--- config.mk ---
export PLATFORM = sky130hd
export DESIGN_NAME = dma_mc_engine
export DESIGN_NICKNAME = d
export VERILOG_FILES = /design/src/rtl/dma_mc_engine.sv
export SDC_FILE = /design/constraint.sdc
export NUM_CORES = 1
export LEC_CHECK = 0
export BUFFER_PORTS_ARGS = -buffer_cell sky130_fd_sc_hd__buf_4
export CELL_PAD_IN_SITES_DETAIL_PLACEMENT = 0
export CELL_PAD_IN_SITES_GLOBAL_PLACEMENT = 2
export CORE_MARGIN = 4
export CORE_UTILIZATION = 34
export CTS_BUF_LIST = sky130_fd_sc_hd__clkbuf_4
export DETAILED_ROUTE_END_ITERATION = 16
export PLACE_DENSITY_LB_ADDON = 0.25
export SLEW_MARGIN = 20
export SYNTH_ARGS = -nofsm -noshare
export SYNTH_HDL_FRONTEND = slang
export SYNTH_SLANG_ARGS = --single-unit
--- constraint.sdc ---
create_clock -name clk -period 4.25 [get_ports clk]
set_input_delay 0.85 -clock clk [delete_from_list [all_inputs] [get_ports clk]]
set_output_delay 0.85 -clock clk [all_outputs]
set_load 0.03 [all_outputs]
--- src/rtl/dma_mc_engine.sv ---
// Multi-channel DMA engine. Each channel holds a byte count. Channels are
// granted one at a time in round-robin order. A granted channel moves data
// in bursts of fetch/deposit beat pairs through an external FIFO.
module dma_mc_engine #(
  parameter int NCH        = 2,
  parameter int BEAT_BYTES = 4,
  parameter int BURST      = 4,
  parameter int SW         = 32
) (
  input  logic                                  clk,
  input  logic                                  rst_n,
  input  logic [NCH-1:0]                        start,
  input  logic [NCH*SW-1:0]                     size,
  input  logic                                  fifo_full,
  input  logic                                  fifo_empty,
  output logic                                  fifo_wr_en,
  output logic                                  fifo_rd_en,
  output logic [((NCH > 1) ? $clog2(NCH) : 1)-1:0] ch_sel,
  output logic [NCH-1:0]                        ch_busy,
  output logic [NCH-1:0]                        done,
  output logic                                  busy
);

  localparam int CW = (NCH > 1) ? $clog2(NCH) : 1;
  localparam int BW = $clog2(BURST + 1);

  typedef enum logic [1:0] {
    IDLE    = 2'd0,
    FETCH   = 2'd1,
    DEPOSIT = 2'd2
  } state_t;

  state_t state_q;
  state_t state_d;

  logic [SW-1:0]  size_q  [NCH];
  logic [SW-1:0]  count_q [NCH];
  logic [NCH-1:0] ch_busy_q;
  logic [NCH-1:0] done_q;
  logic [CW-1:0]  ch_sel_q;
  logic [CW-1:0]  rr_ptr_q;
  logic [BW-1:0]  burst_q;
  logic [BW-1:0]  burst_nx;

  logic           grant_vld;
  logic [CW-1:0]  grant_idx;
  logic [CW-1:0]  rr_nx;
  logic           grant_take;
  logic           beat;
  logic           cur_last;

  // The sum is one bit wider than the count so a count near the top of its
  // range cannot wrap and miss the end. A partial final beat still counts as
  // a whole beat, so a size that is not a multiple of BEAT_BYTES rounds up.
  function automatic logic last_beat(input logic [SW-1:0] cnt,
                                     input logic [SW-1:0] sz);
    logic [SW:0] sum;
    sum = {1'b0, cnt} + (SW+1)'(BEAT_BYTES);
    return (sum >= {1'b0, sz});
  endfunction

  assign burst_nx = burst_q + 1'b1;
  assign cur_last = last_beat(count_q[ch_sel_q], size_q[ch_sel_q]);

  // Round-robin search: first busy channel at or after the pointer, wrapping.
  always_comb begin
    int j;
    int n;
    grant_vld = 1'b0;
    grant_idx = '0;
    rr_nx     = '0;
    j         = 0;
    n         = 0;
    for (int k = 0; k < NCH; k++) begin
      j = int'(rr_ptr_q) + k;
      if (j >= NCH) j = j - NCH;
      if (!grant_vld && ch_busy_q[j]) begin
        grant_vld = 1'b1;
        grant_idx = CW'(j);
      end
    end
    n = int'(grant_idx) + 1;
    if (n >= NCH) n = 0;
    rr_nx = CW'(n);
  end

  // State register.
  always_ff @(posedge clk or negedge rst_n) begin
    if (!rst_n) state_q <= IDLE;
    else        state_q <= state_d;
  end

  // Next-state logic and the FIFO strobes. The strobes decode directly from
  // state, so a write and a read can never be asserted in the same cycle.
  always_comb begin
    state_d    = state_q;
    fifo_wr_en = 1'b0;
    fifo_rd_en = 1'b0;
    grant_take = 1'b0;
    beat       = 1'b0;
    case (state_q)
      IDLE: begin
        if (grant_vld) begin
          grant_take = 1'b1;
          state_d    = FETCH;
        end
      end
      FETCH: begin
        if (!fifo_full) begin
          fifo_wr_en = 1'b1;
          state_d    = DEPOSIT;
        end
      end
      DEPOSIT: begin
        if (!fifo_empty) begin
          fifo_rd_en = 1'b1;
          beat       = 1'b1;
          if (cur_last)                    state_d = IDLE;
          else if (burst_nx == BW'(BURST)) state_d = IDLE;
          else                             state_d = FETCH;
        end
      end
      default: state_d = IDLE;
    endcase
  end

  // Channel bookkeeping: grant capture, beat accounting, start acceptance.
  // A start can only be accepted on an idle channel, and a beat only ever
  // lands on a busy channel, so the two never touch the same channel in one
  // cycle.
  always_ff @(posedge clk or negedge rst_n) begin
    if (!rst_n) begin
      for (int i = 0; i < NCH; i++) begin
        size_q[i]  <= '0;
        count_q[i] <= '0;
      end
      ch_busy_q <= '0;
      done_q    <= '0;
      ch_sel_q  <= '0;
      rr_ptr_q  <= '0;
      burst_q   <= '0;
    end else begin
      done_q <= '0;
      if (grant_take) begin
        ch_sel_q <= grant_idx;
        rr_ptr_q <= rr_nx;
        burst_q  <= '0;
      end
      if (beat) begin
        count_q[ch_sel_q] <= count_q[ch_sel_q] + SW'(BEAT_BYTES);
        burst_q           <= burst_nx;
        if (cur_last) begin
          done_q[ch_sel_q]    <= 1'b1;
          ch_busy_q[ch_sel_q] <= 1'b0;
        end
      end
      for (int i = 0; i < NCH; i++) begin
        if (start[i] && !ch_busy_q[i]) begin
          size_q[i]  <= size[i*SW +: SW];
          count_q[i] <= '0;
          if (size[i*SW +: SW] != '0) ch_busy_q[i] <= 1'b1;
          else                        done_q[i]    <= 1'b1;
        end
      end
    end
  end

  assign ch_busy = ch_busy_q;
  assign done    = done_q;
  assign ch_sel  = ch_sel_q;
  assign busy    = |ch_busy_q;

endmodule

-- Yosys cells after proc, flatten, opt, wreduce, memory -nomap -nowiden
Index checks and enable logic that the tools add are counted.
- flip-flop bits (word level): 139
- output and inout bits: 8
- add/sub/neg operators: 7
- order comparisons: 10
- eq/ne operators: 6
- mux-type cells: 53
- bitwise operators: 3
- reductions and logical operators: 16
- operators by type and width (cell ; number):
    $mux W32 ; 11
    $bwmux W64 ; 1
    $lt A32 B3 Y1 const B ; 2
    $mux W64 ; 1
    $reduce_bool A32 Y1 ; 2
    $add A32 B3 Y33 const B ; 1
    $ge A33 B32 Y1 ; 1
    $add A32 B3 Y32 const B ; 1
    $demux W32 S1 ; 1
    $mux W1 ; 28
    $mux W2 ; 7
    $ge A2 B2 Y1 const B ; 3
    $mux W3 ; 2
    $ne A2 B2 Y1 const B ; 3
    $pmux W2 S3 ; 1
    $reduce_bool A2 Y1 ; 3
    $logic_and A1 B1 Y1 ; 5
    $add A1 B1 Y2 const B ; 2
    $add A3 B1 Y3 const B ; 1
    $eq A3 B3 Y1 const B ; 1
    $logic_not A1 Y1 ; 3
    $reduce_and A3 Y1 ; 1
    $sub A1 B2 Y3 const B ; 1
    $sub A2 B2 Y3 const B ; 1
    other kinds (12) ; 12

-- Depth between registers and ports, before layout
- depth in word-level cells: 13
- mapped depth: 21
- gate-level depth less buffers: 16

-- Worst setup path before layout
Ideal clock, no wire load.
- kind: reg-to-reg
- start: register ch_sel_q (netlist: ch_sel)
- end: register done_q[0] (netlist: done[0])
- setup time: 0.121 ns
- arrival: 4.486 ns
- required time: 4.129 ns
- setup slack: -0.357 ns
- stages on the path, launching flop included: 21
- path buffers: 6
- path through: dfrtp_1 > buf_6 > buf_2 > buf_2 > buf_2 > buf_2 > mux2_2 > ha_1 > nand4b_1 > a21oi_1 > nand4_2 > buf_6 > nor4_1 > xnor2_1 > ha_1 > a21o_1 > a211oi_1 > o21ai_0 > o211ai_1 > nand3b_1 > o22a_1
- cells in the longest elaborated chain, start to end: 10
- elaborated cells between the ends (all ways): 18
- classes of those cells: 1 x add/sub; 3 x order compare; 12 x mux; 1 x bitwise; 1 x reduce/logical
- ends and longest elaborated chain (element ; line ; text):
    from (decl) ; 40 ; logic [CW-1:0] ch_sel_q;
    from (signal assigned) ; 145 ; ch_sel_q <= grant_idx;
    $not A1 Y2 (not written as such) ; 63 ; assign cur_last = last_beat(count_q[ch_sel_q], size_q[ch_sel_q]);
    $mux W32 (not written as such) (3 in series) ; 63 ;
    $add A32 B3 Y33 ; 58 ; sum = {1'b0, cnt} + (SW+1)'(BEAT_BYTES);
    $ge A33 B32 Y1 ; 59 ; return (sum >= {1'b0, sz});
    $mux W2 (*) ; 152 ; if (cur_last) begin
    $mux W2 (*) ; 149 ; if (beat) begin
    $mux W1 ; 161 ; if (size[i*SW +: SW] != '0) ch_busy_q[i] <= 1'b1;
    $mux W1 (*) ; 158 ; if (start[i] && !ch_busy_q[i]) begin
    to (signal assigned) ; 143 ; done_q <= '0;
    to (signal, indexed assignment) ; 153 ; done_q[ch_sel_q] <= 1'b1;
    to (signal, indexed assignment) ; 162 ; else done_q[i] <= 1'b1;
    to (decl) ; 39 ; logic [NCH-1:0] done_q;
Every way passes the cells marked *; elsewhere a longest branch is shown, timed or not. The select of a mux whose other input is x is not followed.
A chain may end at the register's enable or synchronous reset.

-- Worst setup path after layout
- start: register ch_sel_q (netlist: ch_sel)
- end: register done_q[1] (netlist: done[1])
Same word-level chain as after synthesis.

==> summary.md <==
| Metric | Value |
|---|---|
| Worst hold path type | input pin to asynchronous set/reset pin |
| Post-Syn Nets | 1011 |
| Final period util | 0.930 |
| CTS Buf Count | 17 |
| Final hold violations | 0 |
| Largest cells by area after synthesis | dfrtp_1 (43%), nand2_1 (12%), mux2i_1 (7.3%), ha_1 (5.5%), xnor2_1 (4.0%) |
| Initial antenna violation count | 1 |
| Die Width | 162 µm |
| Clock Tree Buf Depth | 2 |
| Path depth of the worst reg2reg path | 12 |
| GR Overflow Total | 0 |
| IO Pins | 78 |
| Pwr dens | 478 nW/µm² |
| Worst hold slack | 0.335 ns |
| Sw Pwr | 0.00178 W |
| Detailed-route via count | 6613 |
| Sequential fraction of the synthesis area | 0.433 |
| Compound-Gate Fraction of Synth Area | 0.0841 |
| Status | finished, final reports clean |
| DR WL/cell | 18.2 µm |
| Clock transition at path regs | 0.15 ns |
| Seq pwr share | 0.427 |
| Vias in the first global route | 6528 |
| Number of flops mapped to enable cells by yosys | 0 |
| Vias per cell | 5.06 |
| CP Class | flop to flop |
| Area Overhead vs Synth | 15.8% |
| Xor-xnor portion of the synthesized cell area | 0.0632 |
| Yosys warnings | 0 |
| Max VDD drop | 0.231 mV |
| Core Util, Final | 0.406 |
| H-tree levels | 4 |
| DR DRC count | 0 |
| CP required | 4.72 ns |
| Maxcap violations | 0 |
| Total global routing track utilization | 0.184 |
| Net Sw Frac | 0.401 |
| Asr flop ratio synth | 1.00 |
| Worst slew pin tran | 1.06 ns |
| First-pass GRT wire length | 38000 µm |
| Type of origin of the critical path | flop |
| RSZ-0062 raised after global routing | false |
| Drt first pass iters | 4 |
| Synth Flop Type | dfrtp_1 |
| Die area | 26200 µm² |
| CTS root buffer | clkbuf_4 |
| Mapped Area | 8040 µm² |
| Die height | 162 µm |
| Ratio of cells with drive above 1 in the final layout | 0.159 |
| Internal power | 0.00266 W |
| DP Wirelength | 16900 µm |
| Initial detailed-routing violation count | 339 |
| Max-slew headroom | 0.292 |
| Portion of netlist area occupied by mux cells | 0.0791 |
| Comb power frac | 0.369 |
| Sinks on the clock net | 139 |
| Post-Syn Instances | 906 |
| Minimum clock period | 3.95 ns |
| # hold bufs at CTS | 0 |
| WL final | 23800 µm |
| CTS tree | yes |
| Post-synth top cells | nand2_1 (261), dfrtp_1 (139), mux2i_1 (59) |
| Fillers | 2352 |
| Most common cell in the netlist | nand2_1 |
| Main combinational cell family by area after synthesis | simple AND/OR/NAND/NOR gates |
| Clock Latency Late Sink | 0.57 ns |
| Core area | 22900 µm² |
| FP Rows | 55 |
| Share of the synthesized area in the top cell type | 0.433 |
| Port bufs | 77 |
| Final Max Tran Viols | 0 |
| Post-synth top area cell | dfrtp_1 |
| TNS Setup | 0 ns |
| Post-layout nets | 1085 |
| Syn avg cell area | 8.87 µm² |
| Post-synth cell types | 59 |
| Antenna Violating Nets Remaining | 0 |
| Layout Skew | 0.0206 ns |
| #FFs+latches synth | 139 |
| Worst setup EP type | flop |
| Final setup fails | 0 |
| CP Max Fanout | 25 |
| Largest net degree at the start of global routing | 90 |
| Crit path DAT | 4.42 ns |
| Routability cong. | 0.800 |
| Initial Util | 0.351 |
| Fmax | 253 MHz |
| Clock share of power | 0.205 |
| Leakage Power | 4.59 nW |
| Synth Area in Adders | 0.0545 |
| Simple-gate share of the synthesized area | 0.253 |
-- stage by stage --
stage | cells | area (µm²) | setup slack [ns] | total power, W
6_report | 1307 | 9300 | 0.299 | 0.00444
2_1_floorplan | 906 | 8050 | 0.0114 | 0.00305
4_1_cts | 1302 | 9250 | 0.210 | 0.00450
3_5_place_dp | 1270 | 8960 | 0.239 | 0.00358
3_3_place_gp | 1270 | 8960 | 0.367 | 0.00358
5_1_grt | 1307 | 9300 | 0.0550 | 0.00481
-- final timing paths --
kind / start / end / slack [ns]
max in group asynchronous: rst_n / count_q[12] / 3.08
min in group clk: size[29] / size_q[61] / 0.46
hold reg to reg: size_q[32] / size_q[32] / 0.49
hold / removal: rst_n / count_q[27] / 0.33
setup reg to reg: ch_sel / done[1] / 0.30
setup / recovery: ch_sel / done[1] / 0.30
-- final cells by class --
type | instances | area [µm²] | area share
multi-input cells | 707 | 4330 | 0.465
flip-flops and latches | 139 | 3480 | 0.374
repair buffers | 101 | 762 | 0.0819
well taps | 313 | 392 | 0.0421
clock inverters | 14 | 148 | 0.0159
clock buffers | 18 | 135 | 0.0145
inverters | 14 | 52.6 | 0.00565
diodes | 1 | 2.50 | 0.000269
-- kinds of logic after synthesis --
| group | count (synthesis) |
|---|---|
| XOR/XNOR | 58 |
| flip-flops | 139 |
| multiplexers | 63 |
| buffers and inverters | 60 |
| adder cells (fa/ha/maj) | 35 |
| AND/OR/NAND/NOR | 442 |
| AO/OA/AOI/OAI | 109 |
-- cell usage in the layout (no fill, tap or decap), drive strengths merged, types with 2 or more instances in the layout --
| master | n |
|---|---|
| nand2 | 261 |
| dfrtp | 139 |
| buf | 101 |
| mux2i | 59 |
| nor2 | 51 |
| a21oi | 49 |
| xnor2 | 37 |
| ha | 35 |
| nor4 | 32 |
| nand3 | 28 |
| inv | 23 |
| o21ai | 22 |
| xor2 | 21 |
| nand4 | 21 |
| clkbuf | 18 |
| nor3 | 11 |
| and2 | 7 |
| nand3b | 7 |
| or3 | 6 |
| a211oi | 6 |
| nand4b | 4 |
| o31ai | 4 |
| mux2 | 4 |
| a31oi | 4 |
| a21o | 4 |
| nand2b | 3 |
| o211ai | 3 |
| clkinvlp | 3 |
| and3 | 2 |
| o22a | 2 |
| o221ai | 2 |
| nor2b | 2 |
| a31o | 2 |
| and4bb | 2 |
| o22ai | 2 |
| or3b | 2 |
-- what timing repair did --
item	in CTS	in global routing
gates resized for setup	0	3
setup endpoints to repair	0	5
setup buffers	0	4
-- power by group through the flow --
stage	Sequential, W	Clock (W)	Combinational (W)
4_1_cts	0.00190	0.000942	0.00167
3_3_place_gp	0.00192	0	0.00166
5_1_grt	0.00195	0.000997	0.00186
2_1_floorplan	0.00186	0	0.00119
3_5_place_dp	0.00193	0	0.00166
6_report	0.00190	0.000910	0.00164
-- worst max-delay path, cell delays in order (launching register included) --
cell and delay, ns:
dfrtp_4 0.55, buf_4 0.25, nand4b_1 0.27, a211oi_2 0.49
and2_1 0.27, xnor2_1 0.27, ha_1 0.34, a21oi_1 0.13
o21ai_0 0.14, a2111oi_0 0.44, a21oi_1 0.19, o211a_1 0.33
o22a_1 0.20
-- registers in the layout (all words and copies together), names as in the netlist --
signal	count
size_q	64
state_q	2
burst_q	3
ch_sel	1
done	2
rr_ptr_q	1
ch_busy	2
count_q	64
-- per-layer routing --
layer / part of all wire / vias to the layer above / track usage
li1: - / 3272 / -
met1: 0.52 / 3200 / 0.287
met2: 0.43 / 134 / 0.273
met3: 0.040 / 7 / 0.0312
met4: 0.0053 / 0 / 0.0300
met5: 0 / - / 0
No activity file was read; power rests on OpenSTA's default activity.
